<file path="config.mk">
export PLATFORM = sky130hd
export DESIGN_NAME = bit_serial_tx
export DESIGN_NICKNAME = d
export VERILOG_FILES = /design/src/rtl/bit_serial_tx_pkg.sv /design/src/rtl/bit_serial_tx_fifo.sv /design/src/rtl/bit_serial_tx.sv
export SDC_FILE = /design/constraint.sdc
export NUM_CORES = 1
export LEC_CHECK = 0
export CORE_MARGIN = 4
export CORE_UTILIZATION = 50
export DETAILED_ROUTE_END_ITERATION = 8
export GPL_ROUTABILITY_DRIVEN = 0
export GPL_TIMING_DRIVEN = 0
export PLACE_DENSITY = 0.7
export SLEW_MARGIN = 10
export SYNTH_ARGS = -nofsm -noshare
export SYNTH_HDL_FRONTEND = slang
export SYNTH_SLANG_ARGS = --single-unit
</file>
<file path="constraint.sdc">
create_clock -name CLK -period 4.4 [get_ports CLK]
set_input_delay 0.88 -clock CLK [delete_from_list [all_inputs] [get_ports CLK]]
set_output_delay 0.88 -clock CLK [all_outputs]
set_load 0.005 [all_outputs]
</file>
<file path="src/rtl/bit_serial_tx_pkg.sv">
`default_nettype none
// ============================================================================
// Module      : bit_serial_tx_pkg
// Description : Bundle word width and transmitter state encoding shared by
//               the bit-serial transmitter and the neuron.
// Revision    : 1.0 - initial release
// ============================================================================
package bit_serial_tx_pkg;

    localparam int c_BUNDLE_WIDTH = 8;

    typedef enum logic [1:0] {
        IDLE    = 2'd0,
        ACK     = 2'd1,
        SHIFT   = 2'd2,
        RELEASE = 2'd3
    } tx_state_t;

endpackage
`default_nettype wire

</file>
<file path="src/rtl/bit_serial_tx_fifo.sv">
`default_nettype none
// ============================================================================
// Module      : bit_serial_fifo
// Description : Synchronous FIFO with registered level; pointers wrap modulo
//               DEPTH (power of two).
// Revision    : 1.0 - initial release
// ============================================================================
module bit_serial_fifo #(
    parameter int WIDTH = 8,
    parameter int DEPTH = 4
) (
    input  logic                     CLK,
    input  logic                     RSTB,
    input  logic                     i_push,
    input  logic [WIDTH-1:0]         i_wdata,
    input  logic                     i_pop,
    output logic [WIDTH-1:0]         o_rdata,
    output logic                     o_full,
    output logic                     o_empty,
    output logic [$clog2(DEPTH):0]   o_level
);

    localparam int                 c_AW         = $clog2(DEPTH);
    localparam logic [c_AW:0]      c_FULL_LEVEL = (c_AW + 1)'(DEPTH);

    logic [WIDTH-1:0] r_mem [DEPTH];
    logic [c_AW-1:0]  r_wptr;
    logic [c_AW-1:0]  r_rptr;
    logic [c_AW:0]    r_level;
    logic             w_do_push;
    logic             w_do_pop;

    assign o_full    = (r_level == c_FULL_LEVEL);
    assign o_empty   = (r_level == '0);
    assign o_level   = r_level;
    assign o_rdata   = r_mem[r_rptr];
    assign w_do_push = i_push && !o_full;
    assign w_do_pop  = i_pop && !o_empty;

    always_ff @(posedge CLK or negedge RSTB) begin
        if (!RSTB) begin
            r_wptr  <= '0;
            r_rptr  <= '0;
            r_level <= '0;
        end else begin
            if (w_do_push) r_wptr <= r_wptr + 1'b1;
            if (w_do_pop)  r_rptr <= r_rptr + 1'b1;
            case ({w_do_push, w_do_pop})
                2'b10:   r_level <= r_level + 1'b1;
                2'b01:   r_level <= r_level - 1'b1;
                default: r_level <= r_level;
            endcase
        end
    end

    // Storage needs no reset: the level gates every read.
    always_ff @(posedge CLK) begin
        if (w_do_push) r_mem[r_wptr] <= i_wdata;
    end

endmodule
`default_nettype wire

</file>
<file path="src/rtl/bit_serial_tx.sv">
`default_nettype none
// ============================================================================
// Module      : bit_serial_tx
// Description : REQ/ACK/DATA bundle driver sending buffered words LSB-first.
//               Optional macro BIT_SERIAL_TX_STATUS_EN adds TX_COUNT and OVF.
// Revision    : 1.0 - initial release
// ============================================================================
module bit_serial_tx
    import bit_serial_tx_pkg::*;
#(
    parameter int WIDTH = c_BUNDLE_WIDTH,
    parameter int DEPTH = 4
) (
    input  logic                     CLK,
    input  logic                     RSTB,
    input  logic                     LOAD_VALID,
    output logic                     LOAD_READY,
    input  logic [WIDTH-1:0]         LOAD_DATA,
    input  logic                     OUT_REQ,
    output logic                     OUT_ACK,
    output logic                     OUT_DATA,
    output logic                     BUSY,
    output logic [$clog2(DEPTH):0]   FIFO_LEVEL
`ifdef BIT_SERIAL_TX_STATUS_EN
    ,
    output logic [15:0]              TX_COUNT,
    output logic                     OVF
`endif
);

    localparam int                 c_CW       = $clog2(WIDTH);
    localparam logic [c_CW-1:0]    c_LAST_BIT = c_CW'(WIDTH - 2);

    tx_state_t        r_state;
    tx_state_t        w_state_nxt;
    logic             r_armed;
    logic             w_armed_nxt;
    logic             w_pop;
    logic             w_sending;
    logic             w_full;
    logic             w_empty;
    logic [WIDTH-1:0] w_head;
    logic [WIDTH-1:0] r_shreg;
    logic [c_CW-1:0]  r_bit_cnt;
    logic             r_out_ack;
    logic             r_out_data;
    logic             r_busy;

    bit_serial_fifo #(
        .WIDTH (WIDTH),
        .DEPTH (DEPTH)
    ) u_fifo (
        .CLK     (CLK),
        .RSTB    (RSTB),
        .i_push  (LOAD_VALID),
        .i_wdata (LOAD_DATA),
        .i_pop   (w_pop),
        .o_rdata (w_head),
        .o_full  (w_full),
        .o_empty (w_empty),
        .o_level (FIFO_LEVEL)
    );

    assign LOAD_READY = !w_full;
    assign w_sending  = (r_state == ACK) || (r_state == SHIFT);

    always_comb begin
        w_state_nxt = r_state;
        w_armed_nxt = r_armed;
        w_pop       = 1'b0;
        case (r_state)
            IDLE: begin
                if (OUT_REQ && !w_empty && r_armed) begin
                    w_state_nxt = ACK;
                    w_pop       = 1'b1;
                    w_armed_nxt = 1'b0;
                end
            end
            ACK: begin
                w_state_nxt = SHIFT;
            end
            SHIFT: begin
                // An early REQ drop re-arms here so RELEASE lasts one cycle.
                if (!OUT_REQ) w_armed_nxt = 1'b1;
                if (r_bit_cnt == c_LAST_BIT) w_state_nxt = RELEASE;
            end
            RELEASE: begin
                if (!OUT_REQ || r_armed) begin
                    w_armed_nxt = 1'b1;
                    w_state_nxt = IDLE;
                end
            end
            default: begin
                w_state_nxt = IDLE;
            end
        endcase
    end

    always_ff @(posedge CLK or negedge RSTB) begin
        if (!RSTB) begin
            r_state <= IDLE;
            r_armed <= 1'b1;
        end else begin
            r_state <= w_state_nxt;
            r_armed <= w_armed_nxt;
        end
    end

    always_ff @(posedge CLK or negedge RSTB) begin
        if (!RSTB) begin
            r_shreg   <= '0;
            r_bit_cnt <= '0;
        end else begin
            if (w_pop) begin
                r_shreg <= w_head;
            end else if (w_sending) begin
                r_shreg <= r_shreg >> 1;
            end
            if (r_state == ACK) begin
                r_bit_cnt <= '0;
            end else if (r_state == SHIFT) begin
                r_bit_cnt <= r_bit_cnt + 1'b1;
            end
        end
    end

    // Outputs trail the state by one register stage.
    always_ff @(posedge CLK or negedge RSTB) begin
        if (!RSTB) begin
            r_out_ack  <= 1'b0;
            r_out_data <= 1'b0;
            r_busy     <= 1'b0;
        end else begin
            r_out_ack  <= (r_state == ACK);
            r_out_data <= w_sending && r_shreg[0];
            r_busy     <= w_sending;
        end
    end

    assign OUT_ACK  = r_out_ack;
    assign OUT_DATA = r_out_data;
    assign BUSY     = r_busy;

`ifdef BIT_SERIAL_TX_STATUS_EN
    logic [15:0] r_tx_count;
    logic        r_ovf;

    always_ff @(posedge CLK or negedge RSTB) begin
        if (!RSTB) begin
            r_tx_count <= '0;
            r_ovf      <= 1'b0;
        end else begin
            if (r_state == ACK)            r_tx_count <= r_tx_count + 16'd1;
            if (LOAD_VALID && !LOAD_READY) r_ovf      <= 1'b1;
        end
    end

    assign TX_COUNT = r_tx_count;
    assign OVF      = r_ovf;
`endif

endmodule
`default_nettype wire

</file>
# Yosys cells after proc, flatten, opt, wreduce, memory -nomap -nowiden
# Memory sizes are Yosys's and may differ from the RTL's.
# Index checks and enable logic that the tools add are counted.
dict set report word_totals {
  regBits 24
  ram_bits 32
  output_inout_bits 7
  elab_cells 62
  n_memories 1
}
# name depth width read_ports rd_ports_with_merged_regs write_ports line
set memory_table {}
lappend memory_table {u_fifo.r_mem 4 8 1 0 1 bit_serial_tx_fifo.sv:26} ;# logic [WIDTH-1:0] r_mem [DEPTH];
dict set report classes {
  add_sub_neg 5
  n_eq_ne 11
  muxes 17
  n_reduce_logical 18
}
# cell n
set ops {}
lappend ops {{$mux W8} 2}
lappend ops {{$pmux W2 S4} 1}
lappend ops {{$mux W1} 7}
lappend ops {{$add A3 B1 Y3 const B} 2}
lappend ops {{$eq A2 B2 Y1 const B} 3}
lappend ops {{$eq A3 B3 Y1 const B} 2}
lappend ops {{$mux W2} 3}
lappend ops {{$mux W3} 2}
lappend ops {{$ne A2 B2 Y1 const B} 3}
lappend ops {{$pmux W3 S2} 1}
lappend ops {{$reduce_bool A2 Y1} 3}
lappend ops {{$logic_and A1 B1 Y1} 5}
lappend ops {{$add A2 B1 Y2 const B} 2}
lappend ops {{$eq A2 B1 Y1 const B} 2}
lappend ops {{$reduce_and A4 Y1} 1}
lappend ops {{$logic_not A1 Y1} 3}
lappend ops {{$logic_not A3 Y1} 1}
lappend ops {{$pmux W1 S3} 1}
lappend ops {{$reduce_and A3 Y1} 1}
lappend ops {{$reduce_bool A3 Y1} 1}
lappend ops {{$sub A3 B1 Y3 const B} 1}
lappend ops {{$logic_not A2 Y1} 1}
lappend ops {{$logic_or A1 B1 Y1} 2}
lappend ops {{$ne A2 B1 Y1 const B} 1}

# Longest topological paths before layout
dict set report logic_depth {
  word_depth 9
  ltp_mapped 12
  ltp_nobuf 11
}

# Cells and area by module
# From an unflattened synthesis, not the netlist that was laid out.
dict set report hier_totals {
  hier_cells 158
  area_unflattened_um2 2417.3
}
# module instances cells_per_inst area_per_inst_um2
set modules_own_cells {}
lappend modules_own_cells {bit_serial_fifo 1 80 1584.0}
lappend modules_own_cells {bit_serial_tx 1 78 833.3}

# Worst setup path after synthesis
# OpenSTA, ideal clock, no wires.
dict set report synth_timing {
  path_type {input -> register}
  start {input port OUT_REQ}
  end {register u_fifo.r_level[2] (netlist: u_fifo.o_level[2])}
  setup_time_ps 79
  arrival_ps 2329
  path_slack_ps 1992
  path_stages 10
  path_buffers 1
  cell_sequence {o311ai_1 or2_1 buf_6 inv_1 ha_1 inv_1 fa_1 xor2_1 nor2_1 xor2_1}
}
dict set report synth_between {
  elab_chain_len 7
  elab_cells_between_ends 9
  classes_between {eq/ne: 2; mux: 3; reduce/logical: 4}
}
# item line
set synth_rtl {}
lappend synth_rtl {{start: declaration} bit_serial_tx.sv:19} ;# input logic OUT_REQ,
lappend synth_rtl {{$logic_and A1 B1 Y1 (*) (2 in series)} bit_serial_tx.sv:73} ;# if (OUT_REQ && !w_empty && r_armed) begin
lappend synth_rtl {{$mux W1 (*)} bit_serial_tx.sv:73}
lappend synth_rtl {{$mux W1 (*)} bit_serial_tx.sv:71} ;# case (r_state)
lappend synth_rtl {{$logic_and A1 B1 Y1 (*)} bit_serial_tx_fifo.sv:38} ;# assign w_do_pop = i_pop && !o_empty;
lappend synth_rtl {{named net u_fifo.w_do_pop} bit_serial_tx_fifo.sv:31} ;# logic w_do_pop;
lappend synth_rtl {{$eq A2 B1 Y1 / $eq A2 B2 Y1 (equally long branches)} bit_serial_tx_fifo.sv:48} ;# case ({w_do_push, w_do_pop})
lappend synth_rtl {{$pmux W3 S2 / $reduce_bool A2 Y1 (equally long branches)} n/a}
lappend synth_rtl {{end signal: assignment} bit_serial_tx_fifo.sv:49} ;# 2'b10: r_level <= r_level + 1'b1;
lappend synth_rtl {{end signal: assignment} bit_serial_tx_fifo.sv:50} ;# 2'b01: r_level <= r_level - 1'b1;
lappend synth_rtl {{end signal: assignment} bit_serial_tx_fifo.sv:51} ;# default: r_level <= r_level;
lappend synth_rtl {{end: declaration} bit_serial_tx_fifo.sv:29} ;# logic [c_AW:0] r_level;
# Mark *: on every way through the listed nets, which the timed path passes. The rest lies on a longest branch.
# A chain may end at the register's enable or synchronous reset.

# Final worst setup path
# Ends and elaborated chain as after synthesis.

==> out/qor.yml <==
drt-pass1-iter-count: 4
grt_pass1_vias: 1332
cts_root_buffer: "clkbuf_8"
fmax_mhz: 358
die_w_um: 77.7
final.min_clock_period_ns: 2.79
multiInputGateArea_um2: 783
cts_resized: 0
swShare_pct: 25.3
grt_usage_pct: 14.1
grt_max_degree: 25
start_kind: "primary input"
cts_num_sinks: 56
ctsHoldBuffers: 0
p_int_w: 0.000867
cts_setup_buffers: 0
hold_slack_ns: 0.499
rsz0062_at_grt: "false"
hold_viol: 0
grt_antenna_before_repair: 0
maxSlewViolCount: 0
p_comb_share_pct: 18.9
ys.warnings.count: 0
syn_avg_cell_area_um2: 15.9
cts_tree: "built"
async_flop_share_pct: 42.9
final_cell_mix: "32 x edfxtp_1, 23 x dfrtp_1, 18 x clkdlybuf4s50_1"
drc: 0
areaGrowthSynthToFinish_pct: 14.2
synth_enable_flop_cells: 32
die-area_um2: 6040
rows: 25
num_vias: 1275
fillers: 361
switching_power_w: 0.000294
share_seq_of_total_power_pct: 59.0
ant_nets: 0
fin_skew_ns: 0.0120
vias_per_cell: 5.18
cts_buffers: 5
p_leak_nw: 1.05
placed_area_um2: 2700
synth_top_cell_area_share_pct: 39.5
synth_flop_cell: "edfxtp_1"
ys_seq_area_share_pct: 64.3
status: "finished clean"
layout_commonest_cell: "edfxtp_1"
fin_crit_sh_pct: 63.5
wl_per_cell_um: 15.3
drtIter0Drc: 27
ys_top_cells_by_area: "edfxtp_1 40%, dfrtp_1 24%, mux4_2 7.4%"
tightestPinTransition_ns: 1.08
start_util_pct: 51.5
htreeDepth: 2
power_density_nw_per_um2: 418
crit_path_end_kind: "flip-flop"
max_slew_margin_pct: 27.5
grt_pass1_wl_um: 6430
syn-num-nets: 177
final_area_um2: 2780
drv_cap: 0
tns_ns: 0
fin_nets: 202
worstHoldPathCells: 1
io_buffer_count: 18
grt_overflow: 0
vdd_ir_drop_max_v: 0.000232
synth_seq_cells: 56
clock_tree.buffer_depth: 2
critPathArrivalTime_ns: 3.03
totalWireLength_um: 3760
regArea_um2: 1560
netlist_area_um2: 2430
die_h_um: 77.7
required_ns: 4.63
insertedDiodeCount: 0
cp_max_fo: 10
clock_latency_ns: 0.31
worst-setup-path-type: "primary input to flip-flop"
setup_viol: 0
drive_above_1_share_pct: 14.0
synth_top_area_cell: "edfxtp_1"
dp_hpwl_um: 2750
r2r_cells: 12
synthDistinctLibCells: 35
hold_class: "flip-flop to flip-flop"
clk_transition_reported_paths_ns: 0.09
final_cells: 246
clkPwrFrac_pct: 22.1
synthCells: 153
pin_count: 19
coreArea_um2: 4720
dp_cells: 238
layout make-up:
cell class	count	area share, %
Clock buffer	7	2.75
Tap cell	67	3.02
Clock inverter	1	0.135
Buffer	6	1.31
Inverter	13	1.76
Timing Repair Buffer	18	6.49
Sequential cell	56	56.3
Multi-Input combinational cell	78	28.2
registers in the layout, summed over array words and instances, names as in the netlist:
signal,flops
u_fifo.r_mem,32
r_shreg,8
r_bit_cnt,3
u_fifo.o_level,3
r_state,2
u_fifo.r_rptr,2
u_fifo.r_wptr,2
BUSY,1
OUT_ACK,1
OUT_DATA,1
r_armed,1
power groups by stage:
stage	sequential (W)	clock (W)	combinational, W
2_1_floorplan	0.000687	0	0.000128
3_3_place_gp	0.000689	0	0.000206
3_5_place_dp	0.000696	0	0.000226
4_1_cts	0.000686	0.000268	0.000226
5_1_grt	0.000693	0.000293	0.000245
6_report	0.000685	0.000257	0.000220
cell families (layout without fill, tap and decap cells):
kind of cell               Yosys count  after routing  synth area share (%)
DFF                                 56             56                  64.3
and+or+nand+nor                     26             26                  6.13
muxes                               20             20                  13.0
buffers and inverters               19             45                  3.50
AOI/OAI and AO/OA                   14             14                  4.48
adders and majority gates           12             12                  6.48
xor gates and xnor gates             6              6                  2.16
metrics by stage:
stage | worst slack [ns] | utilization (%) | power (W)
finish | 1.61 | 58.8 | 0.00116
global route | 1.51 | 58.8 | 0.00123
CTS | 1.62 | 58.8 | 0.00118
detailed placement | 1.30 | 57.1 | 0.000923
global placement | 1.39 | 57.1 | 0.000895
floorplan | 1.99 | - | 0.000814
Yosys cell counts (2+ instances only):
cell      number
edfxtp_1      32
dfrtp_1       23
inv_1         12
ha_1          11
mux2i_1        9
mux4_2         8
nor3_1         8
a21oi_1        7
and3_1         4
nor2_1         4
mux2_4         3
xnor2_1        3
xor2_1         3
buf_2          2
clkbuf_1       2
nand2_1        2
o22ai_1        2
per-layer routing:
| layer | vias to the layer above | routed length [um] | global-route usage, % |
|---|---|---|---|
| met5 | - | 0 | 0 |
| met4 | 0 | 72 | 5.69 |
| met3 | 9 | 170 | 4.29 |
| met2 | 25 | 1980 | 24.1 |
| met1 | 638 | 1540 | 16.6 |
| li1 | 603 | - | - |
critical path, cell delays in order:
cell             delay (ns)
clkdlybuf4s50_1        0.52
o311ai_1               0.14
or2_1                  0.24
buf_6                  0.15
inv_1                  0.05
ha_1                   0.17
inv_1                  0.06
fa_1                   0.37
xor2_1                 0.15
nor2_1                 0.13
xor2_1                 0.16
worst paths after layout:
| path | slack, ns | start | end |
|---|---|---|---|
| max | 1.61 | OUT_REQ | u_fifo.o_level[2] |
| min | 0.50 | r_shreg[0] | OUT_DATA |
| max reg2reg | 1.84 | r_state[0] | u_fifo.o_level[2] |
| min reg2reg | 0.50 | r_shreg[0] | OUT_DATA |
| max in group asynchronous | 2.59 | RSTB | u_fifo.r_wptr[0] |
| min in group asynchronous | 1.15 | RSTB | OUT_DATA |
Note: power is estimated with default switching activity, not from simulation.
